--- src/rtl/alu_seq_pkg.sv ---
// alu_seq_pkg
//   Shared definitions for the ALU command sequencer:
//   - DW / OPW   : data width (4) and opcode width (3)
//   - OP_*       : opcode encodings understood by the sequencer and the ALU
//   - state_t    : sequencer FSM encoding (S_IDLE, S_ISSUE, S_DONE)
//   - is_arith() : true for opcodes whose ALU carry/borrow is meaningful
package alu_seq_pkg;

  localparam int DW  = 4;
  localparam int OPW = 3;

  localparam logic [OPW-1:0] OP_ADD  = 3'b000;
  localparam logic [OPW-1:0] OP_SUB  = 3'b001;
  localparam logic [OPW-1:0] OP_LOAD = 3'b010;
  localparam logic [OPW-1:0] OP_ILL  = 3'b011;
  localparam logic [OPW-1:0] OP_AND  = 3'b100;
  localparam logic [OPW-1:0] OP_OR   = 3'b101;
  localparam logic [OPW-1:0] OP_XOR  = 3'b110;
  localparam logic [OPW-1:0] OP_NOR  = 3'b111;

  typedef enum logic [1:0] {
    S_IDLE  = 2'd0,
    S_ISSUE = 2'd1,
    S_DONE  = 2'd2
  } state_t;

  function automatic logic is_arith(input logic [OPW-1:0] op);
    return (op == OP_ADD) || (op == OP_SUB);
  endfunction

endpackage

--- src/rtl/alu_op_sequencer_if.sv ---
// alu_op_sequencer_if
//   Bundles the command handshake and the ALU operand/result bus.
//   slave  : sequencer view (takes commands, drives the ALU operands)
//   master : environment view (command source plus the peer ALU)
//   Signals:
//     cmd_valid/cmd_op/cmd_data/cmd_ready : command handshake
//     alu_a/alu_b/alu_op                  : operands and opcode to the ALU
//     alu_result/alu_overflow             : ALU result and carry/borrow out
interface alu_op_sequencer_if;
  import alu_seq_pkg::*;

  logic           cmd_valid;
  logic [OPW-1:0] cmd_op;
  logic [DW-1:0]  cmd_data;
  logic           cmd_ready;
  logic [DW-1:0]  alu_a;
  logic [DW-1:0]  alu_b;
  logic [OPW-1:0] alu_op;
  logic [DW-1:0]  alu_result;
  logic           alu_overflow;

  modport slave (
    input  cmd_valid, cmd_op, cmd_data, alu_result, alu_overflow,
    output cmd_ready, alu_a, alu_b, alu_op
  );

  modport master (
    output cmd_valid, cmd_op, cmd_data, alu_result, alu_overflow,
    input  cmd_ready, alu_a, alu_b, alu_op
  );

endinterface

--- src/rtl/alu_op_sequencer.sv ---
// alu_op_sequencer
//   Accumulator-style command sequencer in front of a combinational 4-bit
//   ALU. Each accepted command spends one cycle in ISSUE (ALU operands
//   presented, result captured at the closing edge) and one in DONE
//   (completion pulse), giving a fixed 3-cycle command period.
//   Ports:
//     clk, rst      : clock, synchronous active-high reset
//     bus (slave)   : command handshake and ALU operand/result bus
//     acc           : accumulator
//     ovf           : overflow of the last completed command
//     res_valid     : one-cycle completion pulse
//     err           : one-cycle pulse for the illegal opcode
//   Optional (ALU_SEQ_STICKY_OVF_EN defined):
//     ovf_clr       : clears ovf_sticky
//     ovf_sticky    : set by any completed ADD/SUB that overflowed
module alu_op_sequencer
  import alu_seq_pkg::*;
(
  input  logic                clk,
  input  logic                rst,
  alu_op_sequencer_if.slave   bus,
  output logic [DW-1:0]       acc,
  output logic                ovf,
  output logic                res_valid,
  output logic                err
`ifdef ALU_SEQ_STICKY_OVF_EN
  ,
  input  logic                ovf_clr,
  output logic                ovf_sticky
`endif
);

  state_t         state_reg;
  logic           cmd_ready_reg;
  logic [DW-1:0]  alu_a_reg;
  logic [DW-1:0]  alu_b_reg;
  logic [OPW-1:0] alu_op_reg;
  logic [DW-1:0]  acc_reg;
  logic           ovf_reg;
  logic           res_valid_reg;
  logic           err_reg;

  // alu_b_reg / alu_op_reg double as the latched command; they keep their
  // value after ISSUE so the ALU inputs stay stable between commands.
  always_ff @(posedge clk) begin
    if (rst) begin
      state_reg     <= S_IDLE;
      cmd_ready_reg <= 1'b1;
      alu_a_reg     <= '0;
      alu_b_reg     <= '0;
      alu_op_reg    <= '0;
      acc_reg       <= '0;
      ovf_reg       <= 1'b0;
      res_valid_reg <= 1'b0;
      err_reg       <= 1'b0;
    end else begin
      res_valid_reg <= 1'b0;
      err_reg       <= 1'b0;
      case (state_reg)
        S_IDLE: begin
          if (bus.cmd_valid) begin
            alu_a_reg     <= acc_reg;
            alu_b_reg     <= bus.cmd_data;
            alu_op_reg    <= bus.cmd_op;
            cmd_ready_reg <= 1'b0;
            state_reg     <= S_ISSUE;
          end
        end
        S_ISSUE: begin
          case (alu_op_reg)
            OP_LOAD: begin
              acc_reg <= alu_b_reg;
              ovf_reg <= 1'b0;
            end
            OP_ILL: begin
              // Illegal command leaves accumulator and flag untouched.
            end
            OP_ADD, OP_SUB: begin
              acc_reg <= bus.alu_result;
              ovf_reg <= bus.alu_overflow;
            end
            default: begin
              acc_reg <= bus.alu_result;
              ovf_reg <= 1'b0;
            end
          endcase
          res_valid_reg <= (alu_op_reg != OP_ILL);
          err_reg       <= (alu_op_reg == OP_ILL);
          state_reg     <= S_DONE;
        end
        S_DONE: begin
          cmd_ready_reg <= 1'b1;
          state_reg     <= S_IDLE;
        end
        default: begin
          cmd_ready_reg <= 1'b1;
          state_reg     <= S_IDLE;
        end
      endcase
    end
  end

`ifdef ALU_SEQ_STICKY_OVF_EN
  logic ovf_sticky_reg;

  // A set in the same cycle as a clear wins, so no overflow is ever missed.
  always_ff @(posedge clk) begin
    if (rst) begin
      ovf_sticky_reg <= 1'b0;
    end else if (state_reg == S_ISSUE && is_arith(alu_op_reg) && bus.alu_overflow) begin
      ovf_sticky_reg <= 1'b1;
    end else if (ovf_clr) begin
      ovf_sticky_reg <= 1'b0;
    end
  end

  assign ovf_sticky = ovf_sticky_reg;
`endif

  assign bus.cmd_ready = cmd_ready_reg;
  assign bus.alu_a     = alu_a_reg;
  assign bus.alu_b     = alu_b_reg;
  assign bus.alu_op    = alu_op_reg;
  assign acc           = acc_reg;
  assign ovf           = ovf_reg;
  assign res_valid     = res_valid_reg;
  assign err           = err_reg;

endmodule

--- src/flat_wrapper.sv ---
// flat-port wrapper written by rule: the top's interface ports become plain ports
module alu_op_sequencer_flat import alu_seq_pkg::*;
  (clk, rst, acc, ovf, res_valid, err, bus_cmd_valid, bus_cmd_op, bus_cmd_data, bus_alu_result, bus_alu_overflow, bus_cmd_ready, bus_alu_a, bus_alu_b, bus_alu_op);
  alu_op_sequencer_if bus_i ();
  input  logic clk;
  input  logic rst;
  output logic [DW-1:0] acc;
  output logic ovf;
  output logic res_valid;
  output logic err;
  input wire logic [$bits(bus_i.cmd_valid)-1:0] bus_cmd_valid;
  input wire logic [$bits(bus_i.cmd_op)-1:0] bus_cmd_op;
  input wire logic [$bits(bus_i.cmd_data)-1:0] bus_cmd_data;
  input wire logic [$bits(bus_i.alu_result)-1:0] bus_alu_result;
  input wire logic [$bits(bus_i.alu_overflow)-1:0] bus_alu_overflow;
  output wire logic [$bits(bus_i.cmd_ready)-1:0] bus_cmd_ready;
  output wire logic [$bits(bus_i.alu_a)-1:0] bus_alu_a;
  output wire logic [$bits(bus_i.alu_b)-1:0] bus_alu_b;
  output wire logic [$bits(bus_i.alu_op)-1:0] bus_alu_op;
  assign bus_i.cmd_valid = bus_cmd_valid;
  assign bus_i.cmd_op = bus_cmd_op;
  assign bus_i.cmd_data = bus_cmd_data;
  assign bus_i.alu_result = bus_alu_result;
  assign bus_i.alu_overflow = bus_alu_overflow;
  assign bus_cmd_ready = bus_i.cmd_ready;
  assign bus_alu_a = bus_i.alu_a;
  assign bus_alu_b = bus_i.alu_b;
  assign bus_alu_op = bus_i.alu_op;
  alu_op_sequencer u_core (.clk(clk), .rst(rst), .bus(bus_i), .acc(acc), .ovf(ovf), .res_valid(res_valid), .err(err));
endmodule
--- config.mk ---
export PLATFORM = sky130hd
export DESIGN_NAME = alu_op_sequencer_flat
export DESIGN_NICKNAME = d
export VERILOG_FILES = /design/src/rtl/alu_seq_pkg.sv /design/src/rtl/alu_op_sequencer_if.sv /design/src/rtl/alu_op_sequencer.sv /design/src/flat_wrapper.sv
export SDC_FILE = /design/constraint.sdc
export NUM_CORES = 1
export LEC_CHECK = 0
export BUFFER_PORTS_ARGS = -buffer_cell sky130_fd_sc_hd__clkbuf_2
export CORE_MARGIN = 4
export CORE_UTILIZATION = 45
export DETAILED_ROUTE_END_ITERATION = 7
export MAX_ROUTING_LAYER = met4
export PLACE_DENSITY = 0.81
export SLEW_MARGIN = 20
export SYNTH_ARGS = -nofsm -noshare
export SYNTH_HDL_FRONTEND = slang
export SYNTH_SLANG_ARGS = --single-unit
--- constraint.sdc ---
create_clock -name clk -period 3 [get_ports clk]
set_clock_uncertainty 0.2 [all_clocks]
set_input_delay 0.9 -clock clk [delete_from_list [all_inputs] [get_ports clk]]
set_output_delay 0.9 -clock clk [all_outputs]
set_load 0.02 [all_outputs]
---- Word-level counts from Yosys, hierarchy flattened ----
Index checks and enable logic that the tools add are counted.
storage, ports and cells
  register bits ........................... 21
  output and inout port bits .............. 19
  bits of input ports ..................... 15
  logic and storage cells ................. 30
operators by class
  reductions and logical operators ........ 7
  multiplexer cells ....................... 6
  bitwise logic cells ..................... 2
  equal/unequal tests ..................... 6
operators by type and width
  kind                                                                     count
  4-bit case mux with 2 select lines                                       1
  3-bit by 2-bit == test with 1-bit output, second input constant          2
  2-bit AND reduction                                                      3
  1-bit case mux with 2 select lines                                       2
  2-bit case mux with 2 select lines                                       1
  2-bit OR reduction                                                       2
  3-bit by 1-bit == test with 1-bit output, second input constant          1
  3-bit zero test                                                          1
  3-bit by 2-bit inequality test with 1-bit output, second input constant  1
  2-bit by 1-bit == test with 1-bit output, second input constant          1
  2-bit zero test                                                          1
  2-bit two-way mux                                                        1
  2-bit inequality test, second input constant                             1
  1-bit NOT                                                                2
  1-bit two-way mux                                                        1

---- Longest topological paths before layout ----
  depth in word-level cells ............... 3
  mapped depth ............................ 4
  depth with buffers taken out ............ 3

---- Least setup slack after synthesis ----
No wires, ideal clock.
  path kind ............................... input to register
  start point ............................. input bus_cmd_valid
  end point ............................... register u_core.alu_a_reg[0] (netlist: u_core.bus.alu_a[0])
  data required time ...................... 2.672 ns
  data arrival time ....................... 1.639 ns
  setup time .............................. 0.128 ns
  path slack .............................. 1.034 ns
  cell stages on the path ................. 4
  path buffers ............................ 1
  cells stage by stage .................... nor3b_1 buf_4 mux2i_1 nor2_1
on the way
  word-level cells in the longest chain between the ends .. 1
RTL lines
  element                        RTL line                source
  start: declaration             flat_wrapper.sv:11      input wire logic [$bits(bus_i.cmd_valid)-1:0] bus_cmd_valid;
  2-bit AND reduction (no line)  n/a
  end signal: assignment         alu_op_sequencer.sv:62  alu_a_reg <= acc_reg;
  end: declaration               alu_op_sequencer.sv:35  logic [DW-1:0] alu_a_reg;
No other way between the ends.
A chain may end at the register's enable or synchronous reset.

---- Worst setup path in the final report ----
  start point ............................. register u_core.alu_op_reg[1] (netlist: u_core.bus.alu_op[1])
  end point ............................... output bus_alu_op[1]
RTL lines
  element                   RTL line                source
  start: declaration        alu_op_sequencer.sv:37  logic [OPW-1:0] alu_op_reg;
  start signal: assignment  alu_op_sequencer.sv:64  alu_op_reg <= bus.cmd_op;
  end: declaration          flat_wrapper.sv:19      output wire logic [$bits(bus_i.alu_op)-1:0] bus_alu_op;
No word-level cell between the ends.

==> results by group <==
Yosys
  – Post-synth top area cell: dfxtp_1
  – Post-synthesis sequential area ratio: between 50% and 60%
  – Synth top area share: a little over half
  – Cell area after synthesis: around 790 sq um
  – Most instantiated cells after synthesis: dfxtp_1 (21), nor2_1 (13), mux2i_1 (11)
  – Count of warnings emitted by yosys: 0
  – Synth Net Count: just under 90
  – Mean post-synth cell area: 10.7 sq um
  – Synth Instances: 74
  – Post-synth top flop: dfxtp_1
  – Post-synth cell types: 20
  – Top-count cell post-synth: dfxtp_1
  – Synth Register Bits: 21
  – EDFF count, synth: 0
  – Asr flop ratio synth: 0%
  – Synth area leaders: dfxtp_1 (53%), mux2i_1 (14%), nor2_1 (6.2%), o221a_1 (5.7%), a31oi_1 (3.2%)

Die
  – Core Region: 1580 sq um
  – Die width: approximately 50 um
  – Initial Util: 50.0%
  – Die ar.: 2490 sq um
  – Rows: 14
  – Number of top-level pins: 34
  – Die Y: approximately 50 um

Power
  – Clk pwr share: about 25%
  – Pwr/cell area: 527 nW/um^2
  – Sequential share of power: 58.5%
  – Combinational power share: 16.4%
  – Psw: 0.000144 W
  – Total power: 0.000526 W
  – Maximum vdd drop: 0.349 mV
  – Sw frac: 27.3%
  – Cell-internal power: 0.000382 W
  – Leak: 0.492 nW

GRT
  – GRT Util Overall: 14.4%
  – First-pass GRT wire length: roughly 2600 um
  – Pin count of the biggest net entering global routing: 21
  – Antenna violations before repair: 0
  – Total grt overflow: 0
  – Vias in the first global route: between 600 and 700

Clock network
  – CTS max path bufs: 2
  – # clock sinks: 21
  – Worst skew pair latency: 0.30 ns
  – H-tree depth: 1
  – CTS tree: done
  – CTS Hold Bufs: 0
  – CTS resizes: 0
  – Root Buffer: clkbuf_4
  – Total CTS buffers: 3
  – Post-CTS Setup Inserts: 0
  – Reg clk slew, reported paths: ~0.11 ns

Layout
  – Ant diodes: 0
  – Layout cells sized above 1: 37.6%
  – Final nets: 125
  – Fillers: ~130
  – Non-Filler Instances: between 100 and 150
  – Area Overhead vs Synth: 26.7%

Worst setup path
  – Worst Setup Start Kind: register
  – CP peak stage delay: 0.43 ns
  – Worst setup EP type: primary output
  – Slowest cell on crit path: dfxtp_1
  – Crit path max fanout: 6
  – Crit Path Class: reg -> out
  – Crit path required time: ~1.9 ns
  – CP Cell Sequence: clkbuf_2
  – Family with the most delay on the worst path: flip-flops
  – WP buf/inv: 1
  – Critical Path AT: 0.93 ns

Placed design
  – Detailed placement HPWL: 1270 um
  – Count of buffers from port buffering: 33
  – Placed Cells: 121
  – RD Place Congestion: 0.736

Route
  – Via density: 5.30
  – DRT iter0 DRCs: 3
  – WL/cell: 12.9 um
  – Final WL: 1620 um
  – Vias after detailed routing: 663
  – DRC: 0
  – Antenna-violating nets left: 0
  – Router iterations before antenna repair: 4

Timing
  – RSZ-0062 raised after global routing: no
  – Final period util: 67.7%
  – Final Hold Fails: 0
  – Max-slew violation count: 0
  – Tmin final: 2.03 ns
  – Setup violators final: 0
  – Final TNS setup: 0 ns
  – Fmax achieved: 0.492 GHz
  – Max transition margin: 75.0%
  – Slew @ Worst Pin: 0.375 ns

Min path
  – Hold WC Path Type: reg -> reg

Job
  – Max_cap viols: 0

Run status
  – Outcome: finished clean
-- metrics by stage --
step	cell area, sq um	util, %	hold WS (ns)	worst slack (ns)
2_1_floorplan	788	-	0.261	1.03
3_3_place_gp	971	61.6	0.245	1.04
3_5_place_dp	971	61.6	0.266	1.01
4_1_cts	998	63.3	0.285	0.975
5_1_grt	998	63.3	0.308	0.901
6_report	998	63.3	0.288	0.968
-- power groups by stage --
stage	clock network [W]	registers, W	logic [W]
after floorplan	0	0.000329	0.0000396
after global placement	0	0.000313	0.0000849
after detailed placement	0	0.000314	0.0000872
after CTS	0.000135	0.000308	0.0000875
after global routing	0.000152	0.000310	0.0000937
final	0.000132	0.000308	0.0000862
-- placed cells by master (no fill, tap or decap), drive strengths merged, types with 2 or more instances in the layout --
cell    netlist  layout
inv           4       4
o221a         4       4
nor3          2       2
dfxtp        21      21
or4b          2       2
clkbuf        2      36
nand2b        3       3
a31oi         4       4
mux2i        11      11
nor2         13      13
-- worst paths after layout --
| kind | slack (ns) | start | cells past startpoint | to |
|---|---|---|---|---|
| worst max-delay path | 0.97 | u_core.bus.alu_op[1] | 1 | bus_alu_op[1] |
| worst min-delay path | 0.29 | u_core.ovf | 2 | u_core.ovf |
| worst max register to register | 1.35 | u_core.state_reg[1] | 3 | u_core.acc[0] |
| worst min register to register | 0.29 | u_core.ovf | 2 | u_core.ovf |
-- area by class of cell --
| class | instances | area (sq um) | area share, % |
|---|---|---|---|
| Clock inverter | 1 | 5.00 | 0.501 |
| Inverter | 4 | 15.0 | 1.50 |
| Timing Repair Buffer | 34 | 173 | 17.3 |
| Multi-Input combinational cell | 46 | 343 | 34.3 |
| Sequential cell | 21 | 420 | 42.1 |
| Tap cell | 16 | 20.0 | 2.01 |
| Clock buffer | 3 | 22.5 | 2.26 |
-- metal layers --
metal  share of wire [%]  GRT usage [%]  up-vias  wire, um
met3                 5.0           3.92        5        81
li1                    -              -      332         -
met5                   0              -        -         0
met2                  49           24.2       20       791
met4                 2.4           8.29        0        38
met1                  44           15.0      306       704
-- cells by family (layout without fill, tap and decap cells) --
group                  Yosys count  after routing  synth area share, %
buffers and inverters            7             42                 3.81
AND/OR/NAND/NOR                 24             24                 17.6
multiplexers                    11             11                 14.0
flip-flops                      21             21                 53.3
AO/OA/AOI/OAI                   11             11                 11.3
Power figures use the tool's default switching activity.
